==> config.mk <==
export PLATFORM = sky130hd
export DESIGN_NAME = mii_tx_framer
export DESIGN_NICKNAME = d
export VERILOG_FILES = /design/src/rtl/mii_tx_framer.sv
export SDC_FILE = /design/constraint.sdc
export NUM_CORES = 1
export LEC_CHECK = 0
export ABC_AREA = 1
export CELL_PAD_IN_SITES_DETAIL_PLACEMENT = 0
export CELL_PAD_IN_SITES_GLOBAL_PLACEMENT = 1
export CORE_MARGIN = 5
export CORE_UTILIZATION = 45
export CTS_CLUSTER_SIZE = 16
export DETAILED_ROUTE_END_ITERATION = 6
export GPL_TIMING_DRIVEN = 0
export PLACE_DENSITY_LB_ADDON = 0.08
export SYNTH_ARGS = -nofsm -noshare
export SYNTH_HDL_FRONTEND = slang
export SYNTH_SLANG_ARGS = --single-unit
==> constraint.sdc <==
create_clock -name i_clk -period 3 [get_ports i_clk]
set_input_delay 0.3 -clock i_clk [delete_from_list [all_inputs] [get_ports i_clk]]
set_output_delay 0.3 -clock i_clk [all_outputs]
set_load 0.05 [all_outputs]
==> src/rtl/mii_tx_framer.sv <==
// MII transmit framer: preamble/SFD, low-nibble-first payload, zero pad to minimum
// length, CRC-32 FCS and inter-frame gap; every PHY-facing output is registered.
module mii_tx_framer #(
    parameter int unsigned MIN_PAYLOAD      = 60,
    parameter int unsigned IFG_NIBBLES      = 24,
    parameter int unsigned PREAMBLE_NIBBLES = 15
) (
    input  logic       i_clk,
    input  logic       i_nreset,
    input  logic [7:0] i_data,
    input  logic       i_valid,
    input  logic       i_last,
    output logic       o_ready,
    output logic       o_busy,
    output logic       o_underrun,
    output logic       o_frame_done,
    output logic       enet_tx_en,
    output logic       enet_tx_er,
    output logic [3:0] enet_tx_data
);

    typedef enum logic [2:0] {
        S_IDLE, S_PREAMBLE, S_DATA, S_PAD, S_FCS, S_ABORT, S_IFG
    } state_t;

    localparam logic [7:0]  SFD_CNT   = 8'(PREAMBLE_NIBBLES);
    // The IDLE cycle that samples i_valid is the final idle nibble of the gap.
    localparam logic [7:0]  IFG_LAST  = 8'(IFG_NIBBLES - 2);
    localparam logic [10:0] MIN_BYTES = 11'(MIN_PAYLOAD);
    localparam logic [31:0] CRC_POLY  = 32'hEDB88320;

    state_t      state_q, state_d;
    logic [7:0]  cnt_q, cnt_d;
    logic        half_q, half_d;
    logic        last_q, last_d;
    logic [3:0]  hi_q, hi_d;
    logic [10:0] byte_count_q, byte_count_d;
    logic [31:0] crc_q, crc_d;
    logic        tx_en_q, tx_en_d;
    logic        tx_er_q, tx_er_d;
    logic [3:0]  tx_data_q, tx_data_d;
    logic        underrun_q, underrun_d;
    logic        done_q, done_d;
    logic        take_byte, abort, start_fcs, pad_nib;

    function automatic logic [31:0] crc_nib(input logic [31:0] crc, input logic [3:0] nib);
        logic [31:0] c;
        c = crc;
        for (int unsigned i = 0; i < 4; i++) begin
            c = (c[0] ^ nib[i]) ? ((c >> 1) ^ CRC_POLY) : (c >> 1);
        end
        return c;
    endfunction

    assign o_ready = ((state_q == S_PREAMBLE) && (cnt_q == SFD_CNT)) ||
                     ((state_q == S_DATA) && half_q && !last_q);

    always_comb begin
        state_d      = state_q;
        cnt_d        = cnt_q;
        half_d       = half_q;
        last_d       = last_q;
        hi_d         = hi_q;
        byte_count_d = byte_count_q;
        crc_d        = crc_q;
        tx_en_d      = 1'b0;
        tx_er_d      = 1'b0;
        tx_data_d    = '0;
        underrun_d   = 1'b0;
        done_d       = 1'b0;
        take_byte    = 1'b0;
        abort        = 1'b0;
        start_fcs    = 1'b0;
        pad_nib      = 1'b0;

        unique case (state_q)
            S_IDLE: begin
                if (i_valid) begin
                    state_d      = S_PREAMBLE;
                    cnt_d        = '0;
                    byte_count_d = '0;
                    crc_d        = '1;
                    tx_en_d      = 1'b1;
                    tx_data_d    = 4'h5;
                end
            end
            S_PREAMBLE: begin
                if (cnt_q != SFD_CNT) begin
                    cnt_d     = cnt_q + 8'd1;
                    tx_en_d   = 1'b1;
                    tx_data_d = (cnt_d == SFD_CNT) ? 4'hd : 4'h5;
                end else if (i_valid) begin
                    take_byte = 1'b1;
                end else begin
                    abort = 1'b1;
                end
            end
            S_DATA: begin
                if (!half_q) begin
                    half_d    = 1'b1;
                    tx_en_d   = 1'b1;
                    tx_data_d = hi_q;
                    crc_d     = crc_nib(crc_q, hi_q);
                end else if (last_q) begin
                    if (byte_count_q < MIN_BYTES) begin
                        half_d  = 1'b0;
                        pad_nib = 1'b1;
                    end else begin
                        start_fcs = 1'b1;
                    end
                end else if (i_valid) begin
                    take_byte = 1'b1;
                end else begin
                    abort = 1'b1;
                end
            end
            S_PAD: begin
                if (!half_q) begin
                    half_d  = 1'b1;
                    pad_nib = 1'b1;
                end else begin
                    byte_count_d = byte_count_q + 11'd1;
                    if (byte_count_d >= MIN_BYTES) begin
                        start_fcs = 1'b1;
                    end else begin
                        half_d  = 1'b0;
                        pad_nib = 1'b1;
                    end
                end
            end
            S_FCS: begin
                if (cnt_q == 8'd7) begin
                    state_d = S_IFG;
                    cnt_d   = '0;
                end else begin
                    cnt_d     = cnt_q + 8'd1;
                    tx_en_d   = 1'b1;
                    tx_data_d = ~crc_q[3:0];
                    crc_d     = crc_q >> 4;
                    done_d    = (cnt_d == 8'd7);
                end
            end
            S_ABORT: begin
                state_d = S_IFG;
                cnt_d   = '0;
            end
            S_IFG: begin
                if (cnt_q == IFG_LAST) state_d = S_IDLE;
                else                   cnt_d   = cnt_q + 8'd1;
            end
            default: state_d = S_IDLE;
        endcase

        // Actions shared by several states: load a byte, abort, pad nibble, FCS start.
        if (take_byte) begin
            state_d      = S_DATA;
            half_d       = 1'b0;
            hi_d         = i_data[7:4];
            last_d       = i_last;
            tx_en_d      = 1'b1;
            tx_data_d    = i_data[3:0];
            crc_d        = crc_nib(crc_q, i_data[3:0]);
            byte_count_d = (byte_count_q == '1) ? byte_count_q : byte_count_q + 11'd1;
        end
        if (abort) begin
            state_d    = S_ABORT;
            tx_en_d    = 1'b1;
            tx_er_d    = 1'b1;
            tx_data_d  = '0;
            underrun_d = 1'b1;
        end
        if (pad_nib) begin
            state_d   = S_PAD;
            tx_en_d   = 1'b1;
            tx_data_d = '0;
            crc_d     = crc_nib(crc_q, 4'h0);
        end
        if (start_fcs) begin
            state_d   = S_FCS;
            cnt_d     = '0;
            tx_en_d   = 1'b1;
            tx_data_d = ~crc_q[3:0];
            crc_d     = crc_q >> 4;
        end
    end

    always_ff @(posedge i_clk or negedge i_nreset) begin
        if (!i_nreset) begin
            state_q      <= S_IDLE;
            cnt_q        <= '0;
            half_q       <= 1'b0;
            last_q       <= 1'b0;
            hi_q         <= '0;
            byte_count_q <= '0;
            crc_q        <= '0;
            tx_en_q      <= 1'b0;
            tx_er_q      <= 1'b0;
            tx_data_q    <= '0;
            underrun_q   <= 1'b0;
            done_q       <= 1'b0;
        end else begin
            state_q      <= state_d;
            cnt_q        <= cnt_d;
            half_q       <= half_d;
            last_q       <= last_d;
            hi_q         <= hi_d;
            byte_count_q <= byte_count_d;
            crc_q        <= crc_d;
            tx_en_q      <= tx_en_d;
            tx_er_q      <= tx_er_d;
            tx_data_q    <= tx_data_d;
            underrun_q   <= underrun_d;
            done_q       <= done_d;
        end
    end

    assign o_busy       = (state_q != S_IDLE);
    assign o_underrun   = underrun_q;
    assign o_frame_done = done_q;
    assign enet_tx_en   = tx_en_q;
    assign enet_tx_er   = tx_er_q;
    assign enet_tx_data = tx_data_q;

endmodule

* After elaboration in Yosys (flattened, before gate mapping)
Index checks and enable logic that the tools add are counted.
W data, S select, Z words.
** Word-level totals
- Bits in registers :: 67
- Bits in latches :: 0
- RAM bits :: 0
- Memory bits (read-only) :: 0
- Input port bits :: 12
- Word-level logic and storage cells :: 162
- Memories :: 0
** Operators by class
- Add/sub/neg operators :: 2
- Multipliers :: 0
- Divide/modulo/power cells :: 0
- Order comparisons :: 2
- Eq/ne operators :: 26
- Shift-type cells :: 0
- Muxes and demuxes :: 86
- Bitwise operators :: 19
- Reduce and logical (&&, ||, !) cells :: 16
** Operator list (number)
- $mux W32 :: 18
- $not A13 Y14 :: 10
- $pmux W32 S3 :: 1
- $mux W11 :: 4
- $mux W8 :: 5
- $pmux W8 S5 :: 1
- $mux W1 :: 32
- $mux W4 :: 8
- $mux W3 :: 8
- $pmux W11 S2 :: 1
- $ne A6 B6 Y1 const B :: 3
- $eq A8 B3 Y1 const B :: 2
- $eq A8 B4 Y1 const B :: 2
- $pmux W4 S4 :: 1
- $reduce_and A4 Y1 :: 4
- $ne A5 B5 Y1 const B :: 3
- $pmux W3 S5 :: 1
- $ne A3 B3 Y1 const B :: 4
- $reduce_bool A6 Y1 :: 2
- $add A11 B1 Y11 const B :: 1
- $eq A11 B11 Y1 const B :: 1
- $ge A11 B6 Y1 const B :: 1
- $lt A11 B6 Y1 const B :: 1
- $pmux W1 S2 :: 5
- other kinds (18) :: 32

* Logic depth before layout (Yosys ltp)
- Depth after elaboration :: 13
- Gate-level depth with buffers :: 17
- Depth with buffers taken out :: 16

* Worst setup path before layout
No wires, ideal clock.
- Kind :: register -> register
- Start :: register state_q[2]
- End :: register state_q[1]
- Arrival :: 2.617 ns
- Required time :: 2.883 ns
- Slack :: 0.266 ns
- Cell stages (with the launch flop) :: 13
- Path buffers :: 0
- Clock period less this slack :: 2.734 ns
- Path through :: dfrtp_1 -> inv_1 -> nand2_1 -> nor2_4 -> nand2_1 -> o21ai_0 -> inv_1 -> nor2_1 -> a21oi_1 -> nand2_1 -> nand2_1 -> nand2_1 -> nand2_1
** On the way
- Elaborated cells on any way between the ends :: 22
- Those cells by class :: 10 x eq/ne; 9 x mux; 3 x reduce/logical
** RTL lines
- start: declaration :: RTL line 32 : state_t state_q, state_d;
- start signal: assignment :: RTL line 202 : state_q <= state_d;
- $eq A3 B2 Y1 / $eq A3 B1 Y1 (equally long branches) :: RTL line 76 : unique case (state_q)
- $pmux W1 S2 * :: RTL line 76
- via abort :: RTL line 44 : logic take_byte, abort, start_fcs, pad_nib;
- parallel branches: the longest is 3 deep, another holds $ne A6 B6 Y1
Mark *: on every way through the listed nets, which the timed path passes.
A chain may end at the register's enable or synchronous reset.

* Worst setup path after layout
- Start :: register state_q[2]
- End :: output o_ready
** On the way
- Cells in the longest elaborated chain, start to end :: 4
- Elaborated cells on any way between the ends :: 6
- Those cells by class :: 2 x eq/ne; 4 x reduce/logical
** Ends and longest elaborated chain
- $eq A3 B2 Y1 :: RTL line 56 : ((state_q == S_DATA) && half_q && !last_q);
- $logic_and A1 B1 Y1 (2 in series) :: RTL line 56
- $logic_or A1 B1 Y1 * :: RTL line 55 : assign o_ready = ((state_q == S_PREAMBLE) && (cnt_q == SFD_CNT)) ||
- end: declaration :: RTL line 13 : output logic o_ready,
Mark *: on every way between the ends. The rest lies on a longest branch, timed or not.

==> impl_metrics.ini <==
[setup_path]
crit_slowest_cell = clkdlybuf4s50_1
r2r_end = state_q[1]$_DFFE_PN0P_
cp-end-kind = output pin
cp_common_cell = nand2_1
crit_type = register to output pin
startpoint_type = register
crit_fanout = 10
crit_chain = inv_1, nand2_1, nor2_4, nand2_1, o21ai_0, clkdlybuf4s50_1
ff2ff_path_depth = 9
reg2reg_setup_slack_ps = 280
r2r_start = state_q[1]$_DFFE_PN0P_
max_stage_delay_ps = 840
cp.arrival_ps = 2430
cp.required_ps = 2700

[power_and_ir_drop]
pwr-share-seq_pct = 18.8
cellPowerDensity_nw_per_um2 = 1260
p_sw_uw = 4900
vdd_drop_max_mv = 0.578
p_clk_share_pct = 12.9
p_int_uw = 3800
power_frac_comb_pct = 68.4
swShare_pct = 56.3
power_leakage_uw = 0.00355

[logic_synthesis]
synthTopCellsByArea = dfrtp_1, nand2_1, nand3_1, xor2_1, inv_1
ys.flop_type = dfrtp_1
syn-instance-count = 1028
ys_ff_latch = 67
yosysWarnings = 0
netlist.area_leader.share_pct = 27.2
synthSimpleGateAreaFrac_pct = 41.0
synth_cell_types = 42
synth_top_family_by_area = simple AND/OR/NAND/NOR gates
synth_fa_ha_area_share_pct = 0.811
synth_xor_xnor_area_share_pct = 9.73
synth_area_leader_cell = dfrtp_1
ys_seq_area_share_pct = 27.2
async_flop_share_pct = 100
synth-compound-area-share_pct = 10.9
synthMuxAreaShare_pct = 0
synth-edff-count = 0
syn-num-nets = 1044
syn_avg_cell_area_sq_um = 6.00
synthesis.area_sq_um = 6170

[clock_tree]
cts_sinks = 67
cts_buffers = 9
ctsResizeCount = 0
cts_tree = built
cts_buffer_depth = 2
htreeDepth = 3
post_cts_buffers = 0
clk_latency_ps = 350
root_buffer = clkbuf_16
cts.clk_slew.worst_paths_ps = 50
cts_hold_buf = 0

[routing]
drt-pass1-iter-count = 5
avgViaCountPerCell = 5.38
drc = 0
wl_um = 21700
antenna_left = 0
vias = 6682
initialDrtViolationCount = 764
detail_route.wl_per_cell_um = 17.5

[global_routing]
overflow = 0
grtUsageTotal_pct = 26.9
grt_start_max_net_pins = 68
antenna_found_initial = 0
grt_pass1_wl_um = 33600
grt_pass1_vias = 5992

[run]
drv_cap = 0

[sta]
hold_slack_ps = 72.3
worst_slew_pin_slew_ps = 896
fmax_mhz = 367
hold_viol_final = 0
fin_skew_ps = 11.1
setup_viol = 0
slew_viol_final = 0
slew_headroom_pct = 40.2
finalCritPeriodShare_pct = 90.9
rsz0062_at_grt = false
finalCriticalPeriod_ps = 2730

[floorplanning]
dieWidth_um = 127
die_h_um = 127
die-area_sq_um = 16200
initial_core_util_pct = 46.2
core_area_sq_um = 13300
io_pins = 22
placementRows = 42

[layout]
drive_above_1_share_pct = 6.20
multi_input_area_sq_um = 3850
layout.cells.non_filler = 1241
ff_latch_area_sq_um = 1680
n_fill_cell = 1458
n_antenna_cell = 0
fin_nets = 1076
syn_to_final_growth_pct = 11.9

[hold_path]
min_path_type = input pin to asynchronous set/reset pin

[place]
place_inst = 1225
gp_congestion = 0.940
io_buffers = 21
dpl.hpwl_um = 15200

[status]
status = finished clean
state kept, by name (all words and copies together) (netlist names), 3 cells and up:
register,count
crc_q,32
byte_count_q,11
cnt_q,8
enet_tx_data,4
hi_q,4
state_q,3
worst max-delay path by stage:
stage / startpoint / to / slack (ps) / depth (start not counted)
2_1_floorplan: state_q[2]$_DFFE_PN0P_ / state_q[1]$_DFFE_PN0P_ / 270 / 12
3_3_place_gp: i_nreset / crc_q[24]$_DFFE_PN0P_ / -800 / 1
3_5_place_dp: i_data[2] / crc_q[18]$_DFFE_PN0P_ / 380 / 12
4_1_cts: state_q[2]$_DFFE_PN0P_ / o_ready / 250 / 6
5_1_grt: state_q[2]$_DFFE_PN0P_ / o_ready / 120 / 6
6_report: state_q[2]$_DFFE_PN0P_ / o_ready / 270 / 6
synth_stat cells, drive strengths merged (5+ instances only):
master / count
nand4: 7
dfrtp: 67
nor3: 8
nand3: 96
nor2: 121
inv: 119
clkbuf: 11
xnor2: 16
or2: 5
xor2: 50
o21ai: 79
a21oi: 20
nand2: 372
o22ai: 12
buf: 25
layout by cell type (no fill, tap or decap), types with 7 or more instances in the layout:
cell type,n
o21ai_0,70
dfrtp_1,67
a21oi_1,18
o22ai_1,12
buf_2,17
clkbuf_16,9
xnor2_1,16
nor2_1,115
nand3_1,95
clkbuf_1,11
nand2_1,367
nor3_1,7
o21ai_1,8
xor2_1,50
clkdlybuf4s50_1,20
inv_1,116
per-layer routing:
metal	GRT usage, %	routed length, um	up-vias
met5	0	0	-
met4	9.46	592	0
met3	4.59	1640	46
met2	40.9	9370	255
met1	38.6	10100	3087
li1	-	-	3294
final cells by class:
type                    count  area share (%)
repair buffers             21            3.01
plain buffers              36            2.77
clock inverters             4           0.707
multi-input cells         805            55.8
clock buffers              12            3.72
well taps                 176            3.19
flip-flops and latches     67            24.3
inverters                 120            6.52
logic make-up (layout without fill, tap and decap cells):
logic type,count (synthesis),after routing
and+or+nand+nor,612,612
xor gates and xnor gates,67,67
DFF,67,67
AOI/OAI and AO/OA,122,122
buffers and inverters,156,193
adders and majority gates,4,4
worst max-delay path, delay by kind of cell, from the launching register on:
kind,cells,cell delay (ps)
AO/OA/AOI/OAI,1,210
flip-flops,1,420
buffers and inverters,2,940
AND/OR/NAND/NOR,3,500
power by group through the flow:
stage / registers [uW] / clock network, uW / logic, uW
2_1_floorplan: 1620 / 0 / 4140
3_3_place_gp: 1640 / 0 / 5740
3_5_place_dp: 1640 / 0 / 5780
4_1_cts: 1630 / 1130 / 5810
5_1_grt: 1680 / 1180 / 6540
6_report: 1630 / 1120 / 5950
through the flow:
| stage | cell area (sq um) | TNS, ps | utilization (%) | setup slack (ps) | total power (uW) |
|---|---|---|---|---|---|
| 5_1_grt | 6900 | 0 | 51.7 | 115 | 9390 |
| 4_1_cts | 6900 | 0 | 51.7 | 253 | 8570 |
| 2_1_floorplan | 6170 | 0 | - | 266 | 5770 |
| 3_5_place_dp | 6600 | 0 | 49.4 | 384 | 7420 |
| 3_3_place_gp | 6600 | -53290 | 49.5 | -801 | 7380 |
| 6_report | 6900 | 0 | 51.7 | 273 | 8700 |
(Power assumes the default switching activity.)
